==> src/rtl/axis_dm_pkg.sv <==
// axis_dm_pkg: shared constants for the DataMover command generator.
// Field offsets, status bits, FSM encoding and the 4 KB page size.
package axis_dm_pkg;

  // TAG sits at ADDR_WIDTH + TAG_REL
  localparam int TAG_REL  = 32;
  localparam int DRR_BIT  = 31;
  localparam int EOF_BIT  = 30;
  localparam int DSA_LO   = 24;
  localparam int TYPE_BIT = 23;

  localparam int STS_OKAY   = 7;
  localparam int STS_SLVERR = 6;
  localparam int STS_DECERR = 5;
  localparam int STS_INTERR = 4;

  localparam logic [31:0] PAGE_BYTES = 32'd4096;

  localparam logic [1:0] S_IDLE  = 2'd0;
  localparam logic [1:0] S_LOAD  = 2'd1;
  localparam logic [1:0] S_ISSUE = 2'd2;
  localparam logic [1:0] S_DRAIN = 2'd3;

  typedef enum logic [1:0] {
    ST_IDLE  = S_IDLE,
    ST_LOAD  = S_LOAD,
    ST_ISSUE = S_ISSUE,
    ST_DRAIN = S_DRAIN
  } state_t;

endpackage

==> src/rtl/axis_dm_burst_calc.sv <==
// axis_dm_burst_calc: size of the next burst, clipped to the burst
// limit and to the end of the current 4 KB page.
module axis_dm_burst_calc
  import axis_dm_pkg::*;
#(
  parameter int MAX_BURST_BYTES = 512
) (
  input  logic [31:0] remaining,
  input  logic [11:0] addr_lo,
  output logic [31:0] bsz,
  output logic        last
);

  logic [31:0] page_left;
  logic [31:0] lim;

  always_comb begin
    page_left = PAGE_BYTES - {20'd0, addr_lo};
    lim = (page_left < 32'(MAX_BURST_BYTES))
        ? page_left : 32'(MAX_BURST_BYTES);
    bsz = (remaining < lim) ? remaining : lim;
    last = (bsz == remaining);
  end

endmodule

==> src/rtl/axis_dm_cmd_gen.sv <==
// axis_dm_cmd_gen: splits a buffer region into DataMover commands,
// one-shot or as a ring, bounded by returned status beats.
module axis_dm_cmd_gen
  import axis_dm_pkg::*;
#(
  parameter int ADDR_WIDTH      = 32,
  parameter int BTT_WIDTH       = 23,
  parameter int MAX_BURST_BYTES = 512,
  parameter int MAX_OUTSTANDING = 4,
  parameter int CMD_WIDTH       = ADDR_WIDTH + 40
) (
  input  logic                  clk,
  input  logic                  resetn,
  output logic [CMD_WIDTH-1:0]  m_axis_cmd_tdata,
  output logic                  m_axis_cmd_tvalid,
  input  logic                  m_axis_cmd_tready,
  output logic                  m_axis_cmd_tlast,
  input  logic [7:0]            s_axis_sts_tdata,
  input  logic                  s_axis_sts_tvalid,
  output logic                  s_axis_sts_tready,
  input  logic                  start,
  input  logic                  stop,
  input  logic                  soft_reset,
  input  logic                  circular,
  input  logic [ADDR_WIDTH-1:0] base_addr,
  input  logic [31:0]           cap_size,
  output logic                  busy,
  output logic                  done,
  output logic                  err,
  output logic [15:0]           wrap_cnt,
  output logic [3:0]            outstanding
);

  state_t                state;
  logic [ADDR_WIDTH-1:0] addr;
  logic [ADDR_WIDTH-1:0] base_q;
  logic [31:0]           rem;
  logic [31:0]           cap_q;
  logic                  circ_q;
  logic                  halt;
  logic [3:0]            tag;
  logic [31:0]           bsz;
  logic                  last;
  logic                  sts_fire;
  logic                  sts_err;
  logic                  cmd_fire;
  logic                  halt_now;
  logic                  can_issue;
  logic [3:0]            out_nxt;
  logic [CMD_WIDTH-1:0]  cmd_nxt;
  logic                  unused_bits;

  axis_dm_burst_calc #(
    .MAX_BURST_BYTES (MAX_BURST_BYTES)
  ) u_calc (
    .remaining (rem),
    .addr_lo   (addr[11:0]),
    .bsz       (bsz),
    .last      (last)
  );

  assign m_axis_cmd_tlast  = 1'b1;
  assign s_axis_sts_tready = 1'b1;
  assign busy = (state != ST_IDLE);

  assign unused_bits = ^{s_axis_sts_tdata[STS_OKAY],
                         s_axis_sts_tdata[3:0],
                         bsz[31:BTT_WIDTH]};

  // a status with nothing outstanding is stale and dropped entirely
  always_comb begin
    sts_fire = s_axis_sts_tvalid && (outstanding != 4'd0);
    sts_err = sts_fire && (s_axis_sts_tdata[STS_SLVERR]
            || s_axis_sts_tdata[STS_DECERR]
            || s_axis_sts_tdata[STS_INTERR]);
    cmd_fire = m_axis_cmd_tvalid && m_axis_cmd_tready;
    out_nxt = outstanding + {3'd0, cmd_fire}
            - {3'd0, sts_fire};
    halt_now = halt || stop || sts_err;
    can_issue = out_nxt < 4'(MAX_OUTSTANDING);
  end

  always_comb begin
    cmd_nxt = '0;
    cmd_nxt[ADDR_WIDTH+TAG_REL +: 4] = tag;
    cmd_nxt[32 +: ADDR_WIDTH] = addr;
    cmd_nxt[DRR_BIT] = 1'b0;
    cmd_nxt[EOF_BIT] = 1'b1;
    cmd_nxt[DSA_LO +: 6] = 6'd0;
    cmd_nxt[TYPE_BIT] = 1'b1;
    cmd_nxt[BTT_WIDTH-1:0] = bsz[BTT_WIDTH-1:0];
  end

  always_ff @(posedge clk or negedge resetn) begin
    if (!resetn) begin
      state             <= ST_IDLE;
      addr              <= '0;
      base_q            <= '0;
      rem               <= '0;
      cap_q             <= '0;
      circ_q            <= 1'b0;
      halt              <= 1'b0;
      tag               <= '0;
      m_axis_cmd_tdata  <= '0;
      m_axis_cmd_tvalid <= 1'b0;
      done              <= 1'b0;
      err               <= 1'b0;
      wrap_cnt          <= '0;
      outstanding       <= '0;
    end else begin
      done <= 1'b0;
      if (soft_reset) begin
        state             <= ST_IDLE;
        m_axis_cmd_tvalid <= 1'b0;
        outstanding       <= '0;
        err               <= 1'b0;
        wrap_cnt          <= '0;
        tag               <= '0;
        halt              <= 1'b0;
      end else begin
        outstanding <= out_nxt;
        if (sts_err) err <= 1'b1;
        if (state != ST_IDLE && (stop || sts_err))
          halt <= 1'b1;
        unique case (state)
          ST_IDLE: begin
            halt <= 1'b0;
            if (start) begin
              if (cap_size != 32'd0) begin
                addr   <= base_addr;
                base_q <= base_addr;
                rem    <= cap_size;
                cap_q  <= cap_size;
                circ_q <= circular;
                state  <= ST_LOAD;
              end else begin
                done <= 1'b1;
              end
            end
          end
          ST_LOAD: begin
            m_axis_cmd_tdata <= cmd_nxt;
            if (halt_now) begin
              state <= ST_DRAIN;
            end else begin
              state             <= ST_ISSUE;
              m_axis_cmd_tvalid <= can_issue;
            end
          end
          ST_ISSUE: begin
            if (m_axis_cmd_tvalid) begin
              if (m_axis_cmd_tready) begin
                m_axis_cmd_tvalid <= 1'b0;
                tag  <= tag + 4'd1;
                addr <= addr + ADDR_WIDTH'(bsz);
                rem  <= rem - bsz;
                if (last && circ_q) begin
                  addr     <= base_q;
                  rem      <= cap_q;
                  wrap_cnt <= wrap_cnt + 16'd1;
                end
                if (halt_now || (last && !circ_q))
                  state <= ST_DRAIN;
                else
                  state <= ST_LOAD;
              end
            end else if (halt_now) begin
              state <= ST_DRAIN;
            end else if (can_issue) begin
              m_axis_cmd_tvalid <= 1'b1;
            end
          end
          ST_DRAIN: begin
            if (outstanding == 4'd0) begin
              done  <= 1'b1;
              state <= ST_IDLE;
            end
          end
          default: state <= ST_IDLE;
        endcase
      end
    end
  end

endmodule

==> config.mk <==
export PLATFORM = sky130hd
export DESIGN_NAME = axis_dm_cmd_gen
export DESIGN_NICKNAME = d
export VERILOG_FILES = /design/src/rtl/axis_dm_pkg.sv /design/src/rtl/axis_dm_burst_calc.sv /design/src/rtl/axis_dm_cmd_gen.sv
export SDC_FILE = /design/constraint.sdc
export NUM_CORES = 1
export LEC_CHECK = 0
export BUFFER_PORTS_ARGS = -buffer_cell sky130_fd_sc_hd__buf_2
export CORE_ASPECT_RATIO = 0.7
export CORE_MARGIN = 2
export CORE_UTILIZATION = 40
export DETAILED_ROUTE_END_ITERATION = 7
export PLACE_DENSITY = 0.59
export SLEW_MARGIN = 5
export SYNTH_ARGS = -nofsm -noshare
export SYNTH_HDL_FRONTEND = slang
export SYNTH_SLANG_ARGS = --single-unit
==> constraint.sdc <==
create_clock -name clk -period 7.94 [get_ports clk]
set_clock_uncertainty 0.2 [all_clocks]
set_input_delay 0.397 -clock clk [delete_from_list [all_inputs] [get_ports clk]]
set_output_delay 0.397 -clock clk [all_outputs]
set_load 0.02 [all_outputs]
==> flow_summary.json <==
{
  "grt_max_degree": 99,
  "wirelength_um": 37600,
  "hp-start": "cap_size[31]",
  "synth_top_area_share_pct": 41.5,
  "grt.met3_usage_pct": 3.01,
  "postSynthAreaPerCell_sq_um": 9.52,
  "synthMuxAreaShare_pct": 10.6,
  "cts_buffers": 25,
  "viasPerCell": 5.49,
  "status": "finished, final reports clean",
  "grt_pass1_wl_um": 60700,
  "dieHeight_um": 156,
  "multi_input_area_sq_um": 7280,
  "clk-insertion-delay-late_ns": 0.55,
  "worstReg2RegStart": "addr[7]",
  "antenna_left": 0,
  "slowest_delay_ns": 0.80,
  "relSlewSlack_pct": 23.4,
  "crit_required_ns": 8.16,
  "grt_util_met2_pct": 32.1,
  "critical_path.endpoint_type": "register",
  "wl_per_cell_um": 18.3,
  "overflow": 0,
  "regToRegEndpoint": "rem[28]",
  "path_cells": "or4_1 -> nor4_1 -> mux2i_1 -> nor2_1 -> nand2_1 -> ha_1 -> a21oi_1 -> nand3_1 -> nor3_1 -> o211ai_1 -> a31oi_1 -> buf_4 -> mux2_2 -> ha_1 -> nand4_1 -> nor4_1 -> nand2_1 -> nor2_4 -> buf_12 -> nand2_1 -> nand2_1 -> a21oi_1 -> o311ai_0",
  "port_buffers": 159,
  "dp_cells": 1941,
  "fin_tns_setup_ns": 0,
  "yosysSeqAreaShare_pct": 41.5,
  "synthesis.area_sq_um": 13200,
  "r2r_setup_slack_ns": 0.74,
  "stdcell_count": 2053,
  "synth_area_leader_cell": "dfrtp_1",
  "min_to": "cap_q[31]",
  "top_level_ports": 178,
  "synthAdderAreaFrac_pct": 6.90,
  "setup_violations": 0,
  "critPathMostFrequentCell": "nand2_1",
  "synth_compound_area_share_pct": 16.3,
  "critical-path-slowest-cell": "nor4_1",
  "hold_viol_final": 0,
  "start_util_pct": 40.7,
  "h-tree-depth": 1,
  "async_flop_share_pct": 100,
  "synth_edf_count": 0,
  "antenna_cells": 0,
  "min_period_ns": 7.20,
  "core_sq_um": 32400,
  "clk_path_buf_depth": 3,
  "synthXorXnorAreaFrac_pct": 3.38,
  "grt_pass1_vias": 11000,
  "antenna_found_initial": 0,
  "synth_ff_type": "dfrtp_1",
  "placed_area_sq_um": 14400,
  "cp_max_fo": 37,
  "tightestPinTransition_ns": 1.15,
  "ys_warn_count": 0,
  "maxSlewViolCount": 0,
  "ys_ff_latch": 219,
  "cp_num_buf_inv": 2,
  "ir_drop_mv": 0.173,
  "finalCritPeriodShare_pct": 90.6,
  "layout.nets": 1758,
  "seq_area_sq_um": 5480,
  "gp_congestion": 0.889,
  "grt_use_total_pct": 21.7,
  "yosys.area_share.simple_pct": 16.7,
  "cp_top_family": "simple AND/OR/NAND/NOR gates",
  "leakage_nw": 7.33,
  "dieArea_sq_um": 34500,
  "critical_path_class": "reg2reg",
  "grt_busiest_layer": "met1",
  "num_vias": 11300,
  "netlist_top_cells_area": "dfrtp_1, mux2_2, ha_1",
  "cts_hold_buf": 66,
  "post_cts_buffers": 0,
  "drc_errors": 0,
  "synthToLayoutAreaGrowth_pct": 20.8,
  "final_area_sq_um": 15900,
  "dp_hpwl_um": 26500,
  "met1_usage_pct": 33.5,
  "fp.dieW_um": 221,
  "fmax_mhz": 139,
  "synthDistinctLibCells": 78,
  "cp.arrival_ns": 7.42,
  "cts.repair.resized": 0,
  "path_clk_slew_ns": 0.06,
  "cap_violations": 0,
  "drive_gt1_share_pct": 21.3,
  "synth_top_family_by_area": "simple AND/OR/NAND/NOR gates",
  "startpoint_type": "register",
  "hp-class": "in2reg",
  "root_buffer": "clkbuf_16",
  "cts_tree": "done",
  "r2r_cells": 23,
  "syn_inst": 1387,
  "drt_first_iter_violations": 776,
  "rows": 55,
  "rsz0062_at_grt": "false",
  "clock-sinks": 219,
  "p_per_area_nw_per_um2": 363,
  "dr.pass1.iters": 5,
  "fillers": 3056,
  "hold_depth": 2
}
report_power, final:
group	internal, mW	switching [mW]	total [mW]	leakage (nW)
sequential	1.55	0.369	1.92	2.75
clock	0.732	0.494	1.23	0.412
combinational	1.12	1.53	2.65	4.16
cells in the mapped netlist (all sizes together), types with 4 or more instances:
master / number
xnor2: 25
nand4: 16
nand2: 147
nand3: 28
nand2b: 5
nor4: 21
a211oi: 20
mux2i: 19
and2: 16
mux2: 107
clkbuf: 54
a221oi: 6
o21a: 9
o31ai: 14
o21ai: 93
o211ai: 25
a2111oi: 5
dfrtp: 219
o311a: 4
nor2b: 11
a21oi: 80
o311ai: 8
a22o: 7
nor3b: 8
nor2: 114
xor2: 26
ha: 68
or3: 10
a31oi: 8
or4: 7
nor3: 35
buf: 27
o2bb2ai: 5
and3: 17
a21o: 16
inv: 51
cells by family (layout without fill, tap and decap cells):
kind of cell | after synthesis | count (layout)
adder cells (fa/ha/maj) | 71 | 71
multiplexers | 126 | 126
other | 2 | 35
flip-flops | 219 | 219
AO/OA/AOI/OAI | 334 | 334
buffers and inverters | 133 | 339
XOR/XNOR | 51 | 51
AND/OR/NAND/NOR | 451 | 451
cell type report:
cell class                      count  area share, %
Tap cell                          427           3.35
Clock buffer                       34           4.26
Multi-Input combinational cell   1068           45.7
Sequential cell                   219           34.4
Inverter                           51           1.20
Clock inverter                     12           1.08
Timing Repair Buffer              242           10.1
routing by layer:
layer  routed length (um)  vias to the layer above
met1                19500                     5511
met2                15600                      279
met4                  649                        0
met5                    0                        -
met3                 1920                       45
li1                     -                     5428
worst max-delay path by stage:
stage             from  endpoint  slack [ns]  depth (start not counted)
6_report       addr[7]   rem[28]        0.74                         23
5_1_grt        addr[7]   rem[28]        0.18                         23
4_1_cts        addr[7]   rem[28]        0.83                         23
3_5_place_dp   addr[7]   rem[28]        0.88                         23
3_3_place_gp   addr[7]   rem[18]        1.01                         23
2_1_floorplan  addr[1]   rem[28]        1.95                         25
state kept, by name (all words and copies together) (netlist names):
register	cells
tag	4
circ_q	1
base_q	32
m_axis_cmd_tvalid	1
err	1
halt	1
state	2
rem	32
done	1
cap_q	32
m_axis_cmd_tdata	60
wrap_cnt	16
addr	32
outstanding	4
layout by cell type (no fill, tap or decap), types with 20 or more instances in the layout:
| cell type | synthesis | layout |
|---|---|---|
| a211oi_1 | 20 | 20 |
| o21ai_0 | 93 | 93 |
| xnor2_1 | 25 | 25 |
| dlygate4sd3_1 | 0 | 66 |
| inv_1 | 50 | 50 |
| nand3_1 | 27 | 27 |
| nor3_1 | 34 | 34 |
| a21oi_1 | 80 | 80 |
| ha_1 | 68 | 67 |
| conb_1 | 2 | 35 |
| nand2_1 | 147 | 147 |
| mux2_2 | 107 | 107 |
| buf_2 | 4 | 158 |
| xor2_1 | 26 | 26 |
| dfrtp_1 | 219 | 219 |
| o211ai_1 | 25 | 25 |
| nor2_1 | 114 | 113 |
| clkbuf_16 | 0 | 25 |
through the flow:
stage	setup slack (ns)	hold WS [ns]	util [%]	power, mW
after detailed placement	0.877	0.265	44.5	4.51
after floorplan	1.95	-0.0986	-	3.78
after global placement	1.01	0.263	44.5	4.43
final	0.744	0.0227	49.2	5.79
after CTS	0.829	0.00826	49.2	5.78
after global routing	0.177	0.00942	49.2	6.22
(Power assumes the default switching activity.)
